<file path="src/rtl/knn_topk_ctrl.sv">
// -----------------------------------------------------------------------------
// knn_topk_ctrl
// Sequencer that keeps the k smallest-distance candidates in an external
// double-ended, tag-ordered queue and drains them smallest-first at the end of
// the candidate stream.
//
// Phases: FILL enqueues until k elements are held. CMP compares each new tag
// against the queue maximum; a strictly smaller tag evicts the largest entry
// and is inserted in its place. DRAIN pops the smallest entry repeatedly onto
// the result port.
//
// Optional feature: define KNN_CTRL_WATCHDOG_EN to build a watchdog on the two
// queue-wait states (parameter WDOG_CYCLES). Without it the wait states wait
// indefinitely and error_out stays 0.
//
// Ports:
//   clk_in, rst_in          clock, asynchronous active-low reset
//   start_in, k_in          search start pulse, neighbours wanted (clamped 1..DEPTH)
//   cand_*                  candidate stream (valid/ready, data, tag, last)
//   q_enq_out, q_deq_*_out  queue command pulses (at most one per cycle)
//   q_enq_data/tag_out      enqueue payload
//   q_valid/data/tag_in     queue dequeue result
//   q_max_tag_in            current largest tag held by the queue
//   res_*                   result stream (valid/ready, data, tag, last)
//   busy_out, done_out      busy level, one-cycle completion pulse
//   evict_cnt_out           replacements this search (saturating)
//   error_out               sticky watchdog error
// -----------------------------------------------------------------------------
module knn_topk_ctrl #(
  parameter int DATA_WIDTH    = 32,
  parameter int TAG_WIDTH     = 32,
  parameter int DEPTH         = 8,
  parameter int SETTLE_CYCLES = 10
`ifdef KNN_CTRL_WATCHDOG_EN
  ,
  parameter int WDOG_CYCLES   = 64
`endif
) (
  input  logic                    clk_in,
  input  logic                    rst_in,
  input  logic                    start_in,
  input  logic [$clog2(DEPTH):0]  k_in,
  input  logic                    cand_valid_in,
  output logic                    cand_ready_out,
  input  logic [DATA_WIDTH-1:0]   cand_data_in,
  input  logic [TAG_WIDTH-1:0]    cand_tag_in,
  input  logic                    cand_last_in,
  output logic                    q_enq_out,
  output logic                    q_deq_largest_out,
  output logic                    q_deq_smallest_out,
  output logic [DATA_WIDTH-1:0]   q_enq_data_out,
  output logic [TAG_WIDTH-1:0]    q_enq_tag_out,
  input  logic                    q_valid_in,
  input  logic [DATA_WIDTH-1:0]   q_data_in,
  input  logic [TAG_WIDTH-1:0]    q_tag_in,
  input  logic [TAG_WIDTH-1:0]    q_max_tag_in,
  output logic                    res_valid_out,
  input  logic                    res_ready_in,
  output logic [DATA_WIDTH-1:0]   res_data_out,
  output logic [TAG_WIDTH-1:0]    res_tag_out,
  output logic                    res_last_out,
  output logic                    busy_out,
  output logic                    done_out,
  output logic [15:0]             evict_cnt_out,
  output logic                    error_out
);

  localparam int CW = $clog2(DEPTH) + 1;
  localparam int SW = $clog2(SETTLE_CYCLES + 1);
  localparam logic [CW-1:0] DEPTH_C     = CW'(DEPTH);
  localparam logic [CW-1:0] ONE_C       = {{(CW-1){1'b0}}, 1'b1};
  localparam logic [SW-1:0] SETTLE_LOAD = SW'(SETTLE_CYCLES - 32'sd1);

  typedef enum logic [3:0] {
    S_IDLE       = 4'd0,
    S_FILL       = 4'd1,
    S_ENQ        = 4'd2,
    S_GAP        = 4'd3,
    S_CMP        = 4'd4,
    S_EVICT_REQ  = 4'd5,
    S_EVICT_WAIT = 4'd6,
    S_INSERT     = 4'd7,
    S_SETTLE     = 4'd8,
    S_DRAIN_REQ  = 4'd9,
    S_DRAIN_WAIT = 4'd10,
    S_DRAIN_OUT  = 4'd11,
    S_DONE       = 4'd12
  } state_t;

  state_t state_r, state_nxt_s, ret_r;

  logic [CW-1:0]         k_r, cnt_r;
  logic [SW-1:0]         settle_r;
  logic                  hold_last_r;
  logic [DATA_WIDTH-1:0] enq_data_r, res_data_r;
  logic [TAG_WIDTH-1:0]  enq_tag_r, res_tag_r;
  logic                  res_valid_r, res_last_r;
  logic [15:0]           evict_r;

  logic ready_r, busy_r, q_enq_r, q_deq_large_r, q_deq_small_r, done_r, error_r;
  logic ready_d, busy_d, q_enq_d, q_deq_large_d, q_deq_small_d, done_d, error_d;

  logic accept_s, keep_s, wdog_fire_s;

  // Clamp the requested neighbour count into the legal range 1..DEPTH.
  function automatic logic [CW-1:0] clamp_k(input logic [CW-1:0] k_raw);
    logic [CW-1:0] k_v;
    if (k_raw == {CW{1'b0}}) begin
      k_v = ONE_C;
    end else if (k_raw > DEPTH_C) begin
      k_v = DEPTH_C;
    end else begin
      k_v = k_raw;
    end
    return k_v;
  endfunction

  assign accept_s = cand_valid_in & ready_r;
  // Strictly smaller only: on a tie the element already in the queue wins.
  assign keep_s   = (cand_tag_in < q_max_tag_in);

`ifdef KNN_CTRL_WATCHDOG_EN
  localparam int WW = $clog2(WDOG_CYCLES + 1);
  logic [WW-1:0] wdog_r;
  logic          in_wait_s;

  assign in_wait_s   = (state_r == S_EVICT_WAIT) || (state_r == S_DRAIN_WAIT);
  // A response arriving in the final counted cycle still wins over the timeout.
  assign wdog_fire_s = in_wait_s && !q_valid_in && (wdog_r == WW'(WDOG_CYCLES - 32'sd1));

  // Watchdog: counts consecutive cycles spent in a queue-wait state.
  always_ff @(posedge clk_in or negedge rst_in) begin
    if (!rst_in) begin
      wdog_r <= {WW{1'b0}};
    end else if (in_wait_s) begin
      wdog_r <= wdog_r + {{(WW-1){1'b0}}, 1'b1};
    end else begin
      wdog_r <= {WW{1'b0}};
    end
  end
`else
  assign wdog_fire_s = 1'b0;
`endif

  // State register.
  always_ff @(posedge clk_in or negedge rst_in) begin
    if (!rst_in) begin
      state_r <= S_IDLE;
    end else begin
      state_r <= state_nxt_s;
    end
  end

  // Next-state logic.
  always_comb begin
    state_nxt_s = state_r;
    case (state_r)
      S_IDLE:       state_nxt_s = start_in ? S_FILL : S_IDLE;
      S_FILL:       state_nxt_s = accept_s ? S_ENQ : S_FILL;
      S_ENQ:        state_nxt_s = S_GAP;
      S_GAP: begin
        if (hold_last_r) begin
          state_nxt_s = S_DRAIN_REQ;
        end else if (cnt_r == k_r) begin
          state_nxt_s = S_CMP;
        end else begin
          state_nxt_s = S_FILL;
        end
      end
      S_CMP: begin
        if (!accept_s) begin
          state_nxt_s = S_CMP;
        end else if (keep_s) begin
          state_nxt_s = S_EVICT_REQ;
        end else if (cand_last_in) begin
          state_nxt_s = S_DRAIN_REQ;
        end else begin
          state_nxt_s = S_CMP;
        end
      end
      S_EVICT_REQ:  state_nxt_s = S_EVICT_WAIT;
      S_EVICT_WAIT: begin
        if (q_valid_in) begin
          state_nxt_s = S_INSERT;
        end else if (wdog_fire_s) begin
          state_nxt_s = S_DONE;
        end else begin
          state_nxt_s = S_EVICT_WAIT;
        end
      end
      S_INSERT:     state_nxt_s = S_SETTLE;
      S_SETTLE:     state_nxt_s = (settle_r == {SW{1'b0}}) ? ret_r : S_SETTLE;
      S_DRAIN_REQ:  state_nxt_s = (cnt_r == {CW{1'b0}}) ? S_DONE : S_DRAIN_WAIT;
      S_DRAIN_WAIT: begin
        if (q_valid_in) begin
          state_nxt_s = S_DRAIN_OUT;
        end else if (wdog_fire_s) begin
          state_nxt_s = S_DONE;
        end else begin
          state_nxt_s = S_DRAIN_WAIT;
        end
      end
      S_DRAIN_OUT:  state_nxt_s = res_ready_in ? S_SETTLE : S_DRAIN_OUT;
      S_DONE:       state_nxt_s = S_IDLE;
      default:      state_nxt_s = S_IDLE;
    endcase
  end

  // Output decode from the next state, so every output leaves a flop.
  // cnt_r is stable across the entry into DRAIN_REQ, so it decides the pop.
  always_comb begin
    ready_d       = (state_nxt_s == S_FILL) || (state_nxt_s == S_CMP);
    busy_d        = (state_nxt_s != S_IDLE);
    q_enq_d       = (state_nxt_s == S_ENQ) || (state_nxt_s == S_INSERT);
    q_deq_large_d = (state_nxt_s == S_EVICT_REQ);
    q_deq_small_d = (state_nxt_s == S_DRAIN_REQ) && (cnt_r != {CW{1'b0}});
    done_d        = (state_nxt_s == S_DONE);
    error_d       = error_r | wdog_fire_s;
  end

  // Output registers.
  always_ff @(posedge clk_in or negedge rst_in) begin
    if (!rst_in) begin
      ready_r       <= 1'b0;
      busy_r        <= 1'b0;
      q_enq_r       <= 1'b0;
      q_deq_large_r <= 1'b0;
      q_deq_small_r <= 1'b0;
      done_r        <= 1'b0;
      error_r       <= 1'b0;
    end else begin
      ready_r       <= ready_d;
      busy_r        <= busy_d;
      q_enq_r       <= q_enq_d;
      q_deq_large_r <= q_deq_large_d;
      q_deq_small_r <= q_deq_small_d;
      done_r        <= done_d;
      error_r       <= error_d;
    end
  end

  // Search bookkeeping: k, occupancy, held candidate and eviction count.
  // Evict-then-insert leaves occupancy unchanged, so cnt_r is untouched there.
  always_ff @(posedge clk_in or negedge rst_in) begin
    if (!rst_in) begin
      k_r         <= {CW{1'b0}};
      cnt_r       <= {CW{1'b0}};
      hold_last_r <= 1'b0;
      enq_data_r  <= {DATA_WIDTH{1'b0}};
      enq_tag_r   <= {TAG_WIDTH{1'b0}};
      evict_r     <= 16'd0;
    end else begin
      case (state_r)
        S_IDLE: begin
          if (start_in) begin
            k_r         <= clamp_k(k_in);
            cnt_r       <= {CW{1'b0}};
            hold_last_r <= 1'b0;
            evict_r     <= 16'd0;
          end
        end
        S_FILL: begin
          if (accept_s) begin
            enq_data_r  <= cand_data_in;
            enq_tag_r   <= cand_tag_in;
            hold_last_r <= cand_last_in;
            cnt_r       <= cnt_r + ONE_C;
          end
        end
        S_CMP: begin
          if (accept_s && keep_s) begin
            enq_data_r  <= cand_data_in;
            enq_tag_r   <= cand_tag_in;
            hold_last_r <= cand_last_in;
          end
        end
        S_EVICT_WAIT: begin
          if (q_valid_in && (evict_r != 16'hFFFF)) begin
            evict_r <= evict_r + 16'd1;
          end
        end
        S_DRAIN_WAIT: begin
          if (q_valid_in) begin
            cnt_r <= cnt_r - ONE_C;
          end
        end
        default: begin
        end
      endcase
    end
  end

  // Settle timer and the state it returns to.
  always_ff @(posedge clk_in or negedge rst_in) begin
    if (!rst_in) begin
      settle_r <= {SW{1'b0}};
      ret_r    <= S_IDLE;
    end else if (state_r == S_INSERT) begin
      settle_r <= SETTLE_LOAD;
      ret_r    <= hold_last_r ? S_DRAIN_REQ : S_CMP;
    end else if ((state_r == S_DRAIN_OUT) && res_ready_in) begin
      settle_r <= SETTLE_LOAD;
      ret_r    <= S_DRAIN_REQ;
    end else if ((state_r == S_SETTLE) && (settle_r != {SW{1'b0}})) begin
      settle_r <= settle_r - {{(SW-1){1'b0}}, 1'b1};
    end else begin
      settle_r <= settle_r;
    end
  end

  // Result registers: loaded from the queue, held until the consumer takes them.
  always_ff @(posedge clk_in or negedge rst_in) begin
    if (!rst_in) begin
      res_valid_r <= 1'b0;
      res_last_r  <= 1'b0;
      res_data_r  <= {DATA_WIDTH{1'b0}};
      res_tag_r   <= {TAG_WIDTH{1'b0}};
    end else if ((state_r == S_DRAIN_WAIT) && q_valid_in) begin
      res_valid_r <= 1'b1;
      res_last_r  <= (cnt_r == ONE_C);
      res_data_r  <= q_data_in;
      res_tag_r   <= q_tag_in;
    end else if ((state_r == S_DRAIN_OUT) && res_ready_in) begin
      res_valid_r <= 1'b0;
      res_last_r  <= 1'b0;
    end else begin
      res_valid_r <= res_valid_r;
      res_last_r  <= res_last_r;
    end
  end

  assign cand_ready_out     = ready_r;
  assign busy_out           = busy_r;
  assign q_enq_out          = q_enq_r;
  assign q_deq_largest_out  = q_deq_large_r;
  assign q_deq_smallest_out = q_deq_small_r;
  assign q_enq_data_out     = enq_data_r;
  assign q_enq_tag_out      = enq_tag_r;
  assign res_valid_out      = res_valid_r;
  assign res_last_out       = res_last_r;
  assign res_data_out       = res_data_r;
  assign res_tag_out        = res_tag_r;
  assign done_out           = done_r;
  assign evict_cnt_out      = evict_r;
  assign error_out          = error_r;

endmodule

</file>
<file path="config.mk">
export PLATFORM = sky130hd
export DESIGN_NAME = knn_topk_ctrl
export DESIGN_NICKNAME = d
export VERILOG_FILES = /design/src/rtl/knn_topk_ctrl.sv
export SDC_FILE = /design/constraint.sdc
export NUM_CORES = 1
export LEC_CHECK = 0
export CORE_MARGIN = 8
export CORE_UTILIZATION = 25
export CTS_CLUSTER_DIAMETER = 100
export DETAILED_ROUTE_END_ITERATION = 10
export GPL_TIMING_DRIVEN = 0
export PLACE_DENSITY = 0.47
export SYNTH_ARGS = -nofsm -noshare
export SYNTH_HDL_FRONTEND = slang
export SYNTH_SLANG_ARGS = --single-unit
</file>
<file path="constraint.sdc">
create_clock -name clk_in -period 2.8 [get_ports clk_in]
set_clock_uncertainty 0.2 [all_clocks]
set_input_delay 0.28 -clock clk_in [delete_from_list [all_inputs] [get_ports clk_in]]
set_output_delay 0.28 -clock clk_in [all_outputs]
set_load 0.02 [all_outputs]
</file>
After elaboration in Yosys (flattened, before gate mapping)

Index checks and enable logic that the tools add are counted.

Register bits: 173
Bits in latches: 0
RAM bits: 0
Bits in read-only memories: 0
Output and inout bits: 153
Logic and storage cells: 120
Memories kept: 0

Add/sub/neg operators: 4
$mul: 0
Divide/modulo/power cells: 0
Order comparisons: 2
Equal/unequal tests: 26
Shift-type cells: 0
Mux-type cells: 41
Bitwise gates (word level): 1
Reductions and logical operators: 27

Operators with widths:

| operator                                          | count |
|---|---|
| 2-to-1 mux 32 bit                                 | 4 |
| one-hot mux 32 bit (2 select lines)               | 2 |
| 2-to-1 mux 4 bit                                  | 16 |
| one-hot mux 4 bit (12 select lines)               | 1 |
| < comparator 32 bit                               | 1 |
| 2-to-1 mux 16 bit                                 | 2 |
| one-hot mux 16 bit (2 select lines)               | 1 |
| == test 4 x 3 -> 1 bit (second input constant)    | 7 |
| == test 4 bit (second input constant)             | 6 |
| adder 16 x 1 -> 16 bit (second input constant)    | 1 |
| zero test 4 bit                                   | 4 |
| != test 16 bit (second input constant)            | 1 |
| == test 4 x 1 -> 1 bit (second input constant)    | 3 |
| == test 4 x 2 -> 1 bit (second input constant)    | 3 |
| one-hot mux 4 bit (3 select lines)                | 1 |
| nonzero test 4 bit                                | 3 |
| != test 2 bit (second input constant)             | 5 |
| 2-to-1 mux 1 bit                                  | 9 |
| nonzero test 3 bit                                | 3 |
| AND reduction 4 bit                               | 2 |
| nonzero test 2 bit                                | 4 |
| subtractor 4 x 1 -> 4 bit (second input constant) | 2 |
| logical AND 1 bit                                 | 6 |
| 2-to-1 mux 3 bit                                  | 2 |
| 9 further kinds                                   | 12 |

Depth between registers and ports, before layout

Gate-level depths: netlist of run 1.

Depth in word-level cells: 6
Gate-level depth with buffers: 10
Gate-level depth less buffers: 9

Least setup slack after synthesis of run 1

OpenSTA, ideal clock, no wires.

Kind: input-to-reg
Start: input port q_max_tag_in[31]
End: register enq_data_r[0] (netlist: q_enq_data_out[0])
Setup time: 125 ps
Arrival: 2354 ps
Required time: 2475 ps
Path slack: 121 ps
Stages on the path: 9
Path through: inv_1 -> ha_1 -> nand4_1 -> or4_1 -> a21oi_2 -> nor3_2 -> a31oi_4 -> buf_6 -> mux2_2

Cells in the longest elaborated chain, start to end: 4

Ends and longest elaborated chain:

| element                       | line | text |
|---|---|---|
| from (decl)                   | 56   | `input logic [TAG_WIDTH-1:0] q_max_tag_in,` |
| < comparator 32 bit           | 120  | `assign keep_s = (cand_tag_in < q_max_tag_in);` |
| logical AND 1 bit             | 271  | `if (accept_s && keep_s) begin` |
| != test 2 bit (no line)       | -    |  |
| AND reduction 3 bit (no line) | -    |  |
| to (signal assigned)          | 249  | `enq_data_r <= {DATA_WIDTH{1'b0}};` |
| to (signal assigned)          | 264  | `enq_data_r <= cand_data_in;` |
| to (signal assigned)          | 272  | `enq_data_r <= cand_data_in;` |
| to (decl)                     | 95   | `logic [DATA_WIDTH-1:0] enq_data_r, res_data_r;` |

No other way between the ends.
A chain may end at the register's enable or synchronous reset.

Final worst setup path of run 1

Start: input port q_max_tag_in[17]
End: register enq_data_r[0] (netlist: q_enq_data_out[0])

Same word-level chain as after synthesis.

==> results.yml, run 1 <==
synthesis:
  ys_warn_count: 0
  syn_area_sq_um: 7950
  ys.flop_type: "dfrtp_1"
  synth.area.top_cells: "dfrtp_1, mux2_2, ha_1"
  synth_common_cells: "dfrtp_1, mux2_2, nand2_1"
  netlist_instances: 652
  synth_edf_count: 0
  ys_types: 61
  synth.most_common_cell: "dfrtp_1"
  syn_avg_cell_area_sq_um: 12.2
  synth_top_cell_area_share_pct: 53.8
  synth_fp_nets: 859
  yosysSeqAreaShare_pct: 53.8
  async_flop_share_pct: 100
  ys_ff_latch: 171
  yosys.area.top_type: "dfrtp_1"
pwr:
  switching_share_pct: 36.2
  comb_power_share_pct: 48.5
  pwr-share-seq_pct: 32.8
  internal_power_uw: 7980
  cellPowerDensity_nw_per_um2: 945
  switching_power_uw: 4540
  p_clk_share_pct: 18.7
  peakVddDrop_mv: 0.539
  p_leak_uw: 0.00619
clock_tree:
  cts_tree: "done"
  clock_latency_ns: 0.43
  cts_buffer_depth: 2
  htree_levels: 4
  cts_buffers: 17
  clk_transition_reported_paths_ns: 0.07
  cts.sinks: 171
  root_buffer: "clkbuf_16"
worst_setup_path:
  reg2reg_depth: 8
  critPathRequiredTime_ns: 2.91
  cp.arrival_ns: 2.86
  rrSetupSlack_ns: 0.24
  cp-start-kind: "primary input"
  cp-end-kind: "flop"
  r2r_start: "state_r[2]$_DFF_PN0_"
  critical_path.max_fanout: 7
  worstSetupPathType: "in -> reg"
  r2r_end: "busy_out$_DFF_PN0_"
job:
  drv_cap: 0
floorplan:
  die_w_um: 194
  core_sq_um: 31500
  start_util_pct: 25.3
  pin_count: 324
  die_y_um: 194
  die-area_sq_um: 37800
  rows: 65
timing:
  slew_violations: 0
  finalWorstPathRequiredPeriod_ns: 2.75
  setup_tns_ns: 0
  hold_slack_ns: 0.000762
  max_slew_margin_pct: 42.0
  setup_viol: 0
  hold_viol: 0
  timing.final.crit_share_pct: 98.4
  max_freq_mhz: 363
  worst_pin_slew_ns: 0.863
global_routing:
  grt_overflow_total: 0
  grt.total_usage_pct: 13.5
  grt_pass1_wl_mm: 40.0
  grt_pass1_vias: 6788
  grt_start_max_net_pins: 97
  antenna_found_initial: 0
layout:
  nets: 1227
  drive_above_1_share_pct: 23.3
  syn2layout_area_growth_pct: 66.7
  diodes: 0
  num-fill-cells: 2998
placement:
  port_buffers: 322
  place_hpwl_mm: 19.5
  place.gp.congestion: 0.787
worst_hold_path:
  hold_depth: 2
  worstHoldStart: "cand_tag_in[27]"
  min_path_type: "in -> reg"
  holdPathEnd: "q_enq_tag_out[27]$_DFFE_PN0P_"
drt:
  drc: 0
  viasPerCell: 4.41
  dr.pass1.iters: 5
  num_vias: 6329
  ant_nets: 0
  drt_wl_total_mm: 26.4
  post_drt_wl_per_cell_um: 18.4
  drt_iter0_markers: 165
outcome:
  status: "finished, final reports clean"
==> layer usage <==
metal | vias up | routed length [um] | track usage [%]
met4 | 0 | 251 | 3.17
met1 | 3047 | 11000 | 15.6
met3 | 17 | 2930 | 7.57
li1 | 3027 | - | -
met5 | - | 0 | 0
met2 | 238 | 12200 | 21.3
==> power by group through the flow <==
stage	Sequential (uW)	Combinational (uW)	Clock, uW
3_3_place_gp	4100	5750	0
4_1_cts	4110	5790	2450
2_1_floorplan	5210	1790	0
3_5_place_dp	4140	5740	0
5_1_grt	4260	6520	2550
6_report	4110	6070	2340
==> flip-flops by register name, indices dropped and copies added (netlist names) <==
signal              cells
q_deq_smallest_out      1
q_enq_out               1
cnt_r                   4
res_tag_out            32
k_r                     4
state_r                 4
busy_out                1
q_enq_tag_out          32
evict_cnt_out          16
q_enq_data_out         32
cand_ready_out          1
res_last_out            1
hold_last_r             1
done_out                1
ret_r                   2
res_data_out           32
settle_r                4
res_valid_out           1
q_deq_largest_out       1
==> cell usage in the layout (no fill, tap or decap), types with 8 or more instances in the layout <==
cell type and n:
clkdlybuf4s50_1 278, dfrtp_1 171, mux2_2 87, nand2_1 45, dlymetal6s2s_1 43, mux2_4 39, nor2_1 36, inv_1 25
clkbuf_16 23, o21ai_0 19, ha_4 19, nand3_1 18, inv_2 18, a21oi_1 17, ha_1 17, xor2_1 12
dlygate4sd3_1 12, nand4_1 9, xnor2_1 8
==> worst max-delay path by stage <==
stage,startpoint,end,slack [ns],cells past startpoint
floorplan,q_max_tag_in[31],q_enq_data_out[0]$_DFFE_PN0P_,0.12,9
global placement,rst_in,res_data_out[31]$_DFFE_PN0P_,-6.90,1
detailed placement,q_max_tag_in[29],q_enq_tag_out[26]$_DFFE_PN0P_,-0.90,10
CTS,q_max_tag_in[27],q_deq_smallest_out$_DFF_PN0_,-0.01,10
global route,cand_tag_in[23],q_enq_data_out[16]$_DFFE_PN0P_,-0.009,10
finish,q_max_tag_in[17],q_enq_data_out[0]$_DFFE_PN0P_,0.05,11
==> worst max-delay path, stage by stage <==
cell and delay, ns:
clkdlybuf4s50_1 0.45, inv_1 0.06, ha_4 0.26, nand4_1 0.09, or4_4 0.56, a21oi_4 0.20, nor3_4 0.07, a31oi_4 0.24
buf_12 0.19, buf_8 0.12, mux2_2 0.33
==> repair_timing <==
action	CTS	global route
gates cloned	0	6
hold endpoints to repair	75	11
pin swaps	2	17
setup endpoints to repair	93	110
resized for setup	15	141
hold buffers	1	11
setup buffers	5	3
==> layout make-up <==
type	count	area (sq um)	share of cell area (%)
clock inverter	12	115	0.869
tap	402	503	3.80
sequential	171	4280	32.3
multi-input combinational	414	3810	28.8
timing repair buffer	349	3720	28.1
inverter	43	161	1.22
clock buffer	20	457	3.45
buffer	24	203	1.53
==> metrics by stage <==
step,util (%),cell area (sq um),power (uW),std cells,setup slack [ns]
2_1_floorplan,-,7950,7000,652,0.121
3_3_place_gp,37.1,11700,9850,1376,-6.90
3_5_place_dp,37.2,11700,9870,1377,-0.897
4_1_cts,39.4,12400,12300,1415,-0.0124
5_1_grt,42.1,13300,13300,1435,-0.00906
6_report,42.1,13300,12500,1435,0.0450
==> cell families (layout without fill, tap and decap cells) <==
group                    Yosys count  count (layout)  synth area share (%)
buffers and inverters             67             448                  3.92
flip-flops                       171             171                  53.8
other                              1               1                0.0472
adder cells (fa/ha/maj)           37              37                  5.79
AO/OA/AOI/OAI                     76              76                  6.45
AND/OR/NAND/NOR                  149             149                  9.25
multiplexers                     131             131                  18.5
XOR/XNOR                          20              20                  2.20
Note: power is estimated with default switching activity, not from simulation.
==> run 2: changes to the inputs <==
--- a/config.mk
+++ b/config.mk
@@ -7,6 +7,7 @@
 export LEC_CHECK = 0
 export CORE_MARGIN = 8
 export CORE_UTILIZATION = 25
+export CTS_BUF_LIST = sky130_fd_sc_hd__clkbuf_8
 export CTS_CLUSTER_DIAMETER = 100
 export DETAILED_ROUTE_END_ITERATION = 10
 export GPL_TIMING_DRIVEN = 0
==> results.yml, run 2 (synthesis gave the netlist of run 1 again) <==
clock_tree:
  clk_transition_reported_paths_ns: 0.10
  cts_tree: "done"
  cts.sinks: 171
  root_buffer: "clkbuf_8"
  htree_levels: 4
  cts_buffers: 17
  cts_buffer_depth: 2
  clock_latency_ns: 0.46
outcome:
  violations: "negative setup slack"
  status: "complete, but fails checks"
drt:
  drt_wl_total_mm: 25.8
  drt_iter0_markers: 130
  num_vias: 6258
  dr.pass1.iters: 4
  post_drt_wl_per_cell_um: 18.1
  ant_nets: 0
  viasPerCell: 4.39
  drc: 0
global_routing:
  grt_overflow_total: 0
  grt.total_usage_pct: 13.4
  antenna_found_initial: 0
  grt_pass1_vias: 6782
  grt_pass1_wl_mm: 39.8
  grt_start_max_net_pins: 97
timing:
  hold_slack_ns: 0.211
  max_freq_mhz: 352
  hold_viol: 0
  max_slew_margin_pct: 43.7
  rsz0062_at_grt: "true"
  slew_violations: 0
  worst_pin_slew_ns: 0.837
  setup_viol: 37
  setup_ws_ns: -0.0373
  timing.final.crit_share_pct: 101
  finalWorstPathRequiredPeriod_ns: 2.84
pwr:
  cellPowerDensity_nw_per_um2: 933
  internal_power_uw: 7350
  switching_share_pct: 37.6
  p_leak_uw: 0.00568
  switching_power_uw: 4440
  p_clk_share_pct: 14.8
  pwr-share-seq_pct: 34.8
  comb_power_share_pct: 50.5
  total_power_uw: 11800
  peakVddDrop_mv: 0.468
layout:
  syn2layout_area_growth_pct: 58.9
  utilization_pct: 40.1
  most-common-layout-cells: "clkdlybuf4s50_1, dfrtp_1, mux2_2"
  num-fill-cells: 3047
  drive_above_1_share_pct: 20.7
  diodes: 0
  design_area_sq_um: 12600
  layout_commonest_cell: "clkdlybuf4s50_1"
  nets: 1216
placement:
  place_hpwl_mm: 19.5
  dpl_cell_area_sq_um: 11700
  place.gp.congestion: 0.787
  port_buffers: 322
worst_setup_path:
  cp-end-kind: "flop"
  slowest_stage: "clkdlybuf4s50_1"
  worstSetupPathType: "in -> reg"
  cp.arrival_ns: 2.99
  critical_path.max_fanout: 10
  crit_chain: "clkdlybuf4s50_1 -> inv_2 -> ha_4 -> and4_1 -> o211ai_1 -> o32a_1 -> a21oi_4 -> nor3_4 -> a31oi_4 -> buf_6 -> buf_12 -> mux2_2"
  critPathRequiredTime_ns: 2.95
  cpPeakStageDelay_ns: 0.47
  cp-start-kind: "primary input"
floorplan:
  die_w_um: 194
  pin_count: 324
  die-area_sq_um: 37800
  die_y_um: 194
  start_util_pct: 25.3
  rows: 65
  core_sq_um: 31500
job:
  drv_cap: 0
worst_hold_path:
  min_path_type: "in -> async"
-- run 2: cell types whose count changed in the layout (fill, tap and decap cells not counted), moves of 11 or more --
cell | previous run | this run
clkbuf_8 | 2 | 19
clkdlybuf4s50_1 | 278 | 311
dlymetal6s2s_1 | 43 | 10
mux2_4 | 39 | 27
inv_1 | 25 | 36
clkbuf_16 | 23 | 3
-- run 2: timing repair --
item	4_1_cts	5_1_grt
pin swaps	2	9
setup endpoints to repair	91	95
hold endpoints to repair	75	3
gates resized for setup	4	85
buffers inserted	5	3
gates cloned	0	3
hold buffers	1	3
-- run 2: area by class of cell --
class                           count  area (sq um)  share of cell area (%)
Buffer                             24           203                    1.60
Inverter                           43           161                    1.28
Clock buffer                       19           262                    2.07
Tap cell                          402           503                    3.98
Multi-Input combinational cell    414          3630                    28.7
Clock inverter                     13           119                   0.941
Timing Repair Buffer              338          3480                    27.5
Sequential cell                   171          4280                    33.9
-- run 2: path summary, 6_finish.rpt --
kind	from	endpoint	slack, ns	cells past startpoint
max in group asynchronous	rst_in	res_tag_out[14]$_DFFE_PN0P_	1.25	3
min in group clk_in	k_in[2]	k_r[2]$_DFFE_PN0P_	0.21	3
max reg2reg	state_r[0]$_DFF_PN0_	busy_out$_DFF_PN0_	0.24	8
max	q_max_tag_in[10]	q_enq_tag_out[26]$_DFFE_PN0P_	-0.04	12
min reg2reg	res_valid_out$_DFFE_PN0P_	res_valid_out$_DFFE_PN0P_	0.29	2
min	rst_in	q_enq_data_out[11]$_DFFE_PN0P_	0.21	2
-- run 2: through the flow --
| step | worst slack (ns) | TNS (ns) | cells |
|---|---|---|---|
| floorplan | 0.121 | 0 | 652 |
| global placement | -6.90 | -1233.43 | 1376 |
| detailed placement | -0.897 | -59.44 | 1377 |
| CTS | 0.00191 | 0 | 1415 |
| global route | -0.0789 | -3.34 | 1424 |
| finish | -0.0373 | -0.464 | 1424 |
-- run 2: power groups by stage --
stage	clock network [uW]	registers (uW)	logic (uW)
after floorplan	0	5210	1790
after global placement	0	4100	5750
after detailed placement	0	4140	5740
after CTS	1860	4100	5770
after global routing	1950	4240	6380
final	1740	4100	5950
-- run 2: worst max-delay path: cells and delay by family --
kind | cells | cell delay [ns]
compound gates | 4 | 0.94
mux | 1 | 0.34
buf+inv | 4 | 0.85
simple gates | 2 | 0.31
fa+ha+maj | 1 | 0.26
-- run 2: routing by layer --
layer | global-route usage, % | vias to the layer above | part of all wire [%]
met5 | 0 | - | 0
met3 | 7.53 | 13 | 11
met4 | 3.17 | 0 | 0.88
met1 | 15.6 | 3017 | 42
li1 | - | 3001 | -
met2 | 21.3 | 227 | 46
==> run 3: changes to the inputs <==
--- a/config.mk
+++ b/config.mk
@@ -5,6 +5,7 @@
 export SDC_FILE = /design/constraint.sdc
 export NUM_CORES = 1
 export LEC_CHECK = 0
+export CORE_ASPECT_RATIO = 1.5
 export CORE_MARGIN = 8
 export CORE_UTILIZATION = 25
 export CTS_BUF_LIST = sky130_fd_sc_hd__clkbuf_8
==> results.yml, run 3 (synthesis gave the netlist of run 1 again) <==
outcome:
  status: "finished, final reports clean"
worst_setup_path:
  cp-start-kind: "primary input"
  critical_path.max_fanout: 6
  cp.arrival_ns: 2.92
  worstSetupPathType: "in -> reg"
  critPathRequiredTime_ns: 2.97
  cp-end-kind: "flop"
floorplan:
  die_y_um: 234
  die_w_um: 162
  core_sq_um: 31500
  start_util_pct: 25.2
  rows: 80
  pin_count: 324
  die-area_sq_um: 37900
timing:
  max_freq_mhz: 363
  max_slew_margin_pct: 40.8
  setup_ws_ns: 0.0486
  hold_slack_ns: 0.147
  hold_viol: 0
  timing.final.crit_share_pct: 98.3
  slew_violations: 0
  finalWorstPathRequiredPeriod_ns: 2.75
  setup_viol: 0
  worst_pin_slew_ns: 0.879
layout:
  num-fill-cells: 3134
  syn2layout_area_growth_pct: 56.2
  nets: 1210
  layout_commonest_cell: "clkdlybuf4s50_1"
  drive_above_1_share_pct: 19.5
  multi_input_area_sq_um: 3500
  design_area_sq_um: 12400
  most-common-layout-cells: "clkdlybuf4s50_1, dfrtp_1, mux2_2"
  register_area_sq_um: 4280
global_routing:
  grt.total_usage_pct: 13.4
  grt_overflow_total: 0
  use_met3_pct: 5.22
  grt_pass1_wl_mm: 39.1
  grt_start_max_net_pins: 99
  busiest_layer: "met2"
  grt_pass1_vias: 6740
  antenna_found_initial: 2
  grtUsageMet2_pct: 24.2
  met1_usage_pct: 14.0
clock_tree:
  root_buffer: "clkbuf_8"
  clock_latency_ns: 0.47
  clk_transition_reported_paths_ns: 0.09
  cts_buffer_depth: 2
  cts.sinks: 171
  cts_buffers: 17
  htree_levels: 4
  cts_tree: "done"
drt:
  num_vias: 6239
  dr.pass1.iters: 4
  drt_iter0_markers: 222
  post_drt_wl_per_cell_um: 17.9
  drt_wl_total_mm: 25.5
  viasPerCell: 4.38
  ant_nets: 0
  drc: 0
job:
  drv_cap: 0
pwr:
  peakVddDrop_mv: 0.453
  p_leak_uw: 0.00544
  cellPowerDensity_nw_per_um2: 947
placement:
  port_buffers: 322
  place.gp.congestion: 0.773
  dpl_cell_area_sq_um: 11700
  pre_cts_ws_ns: -0.827
  place_hpwl_mm: 19.6
worst_hold_path:
  min_path_type: "in -> async"
-- run 3: cell type report --
class                      count  share of cell area [%]
antenna                        1                  0.0201
buffer                        23                    1.27
clock buffer                  19                    2.11
clock inverter                12                    1.37
inverter                      43                    1.30
multi-input combinational    414                    28.2
sequential                   171                    34.5
tap                          410                    4.13
timing repair buffer         333                    27.2
-- run 3: critical path, stage by stage --
cell and delay (ns):
clkdlybuf4s50_1 0.46, inv_1 0.06, ha_4 0.26, nand4_1 0.15, or4_4 0.57, a21oi_4 0.19
nor3_4 0.06, a31oi_4 0.17, buf_12 0.15, buf_12 0.12, clkbuf_16 0.14, mux2_1 0.31
-- run 3: power breakdown --
group	total [uW]	internal (uW)	switching (uW)
Combinational	5760	2940	2820
Sequential	4040	3500	543
Clock	1960	1010	948
-- run 3: metal layers --
metal	vias to the layer above	share of wire [%]	wire, um
met5	-	0	0
met4	0	1.3	323
met3	16	8.4	2140
met2	192	53	13400
met1	3052	38	9610
li1	2979	-	-
-- run 3: stage by stage --
| stage | std cells | total power [uW] | utilization [%] | TNS, ns |
|---|---|---|---|---|
| after global routing | 1426 | 12500 | 39.4 | -0.119 |
| after floorplan | 652 | 7000 | - | 0 |
| final | 1426 | 11800 | 39.4 | 0 |
| after CTS | 1420 | 11900 | 38.7 | 0 |
| after global placement | 1384 | 9830 | 37.1 | -1228.52 |
| after detailed placement | 1385 | 9860 | 37.2 | -54.97 |
-- run 3: timing repair --
action | 4_1_cts | 5_1_grt
gates cloned | 0 | 1
endpoints found under the setup margin | 91 | 105
buffers inserted | 3 | 5
hold endpoints to repair | 73 | 0
gates resized for setup | 3 | 28
hold buffers | 1 | 0
pin swaps | 1 | 6
-- run 3: final timing paths --
| path | from | end | slack, ns | cells after the start |
|---|---|---|---|---|
| hold / removal | rst_in | q_enq_tag_out[9]$_DFFE_PN0P_ | 0.15 | 2 |
| hold reg to reg | res_valid_out$_DFFE_PN0P_ | res_valid_out$_DFFE_PN0P_ | 0.29 | 2 |
| setup / recovery | q_max_tag_in[26] | q_enq_tag_out[19]$_DFFE_PN0P_ | 0.05 | 12 |
| max in group asynchronous | rst_in | evict_cnt_out[5]$_DFFE_PN0P_ | 1.32 | 3 |
| min in group clk_in | cand_data_in[7] | q_enq_data_out[7]$_DFFE_PN0P_ | 0.20 | 2 |
| setup reg to reg | state_r[2]$_DFF_PN0_ | busy_out$_DFF_PN0_ | 0.20 | 8 |
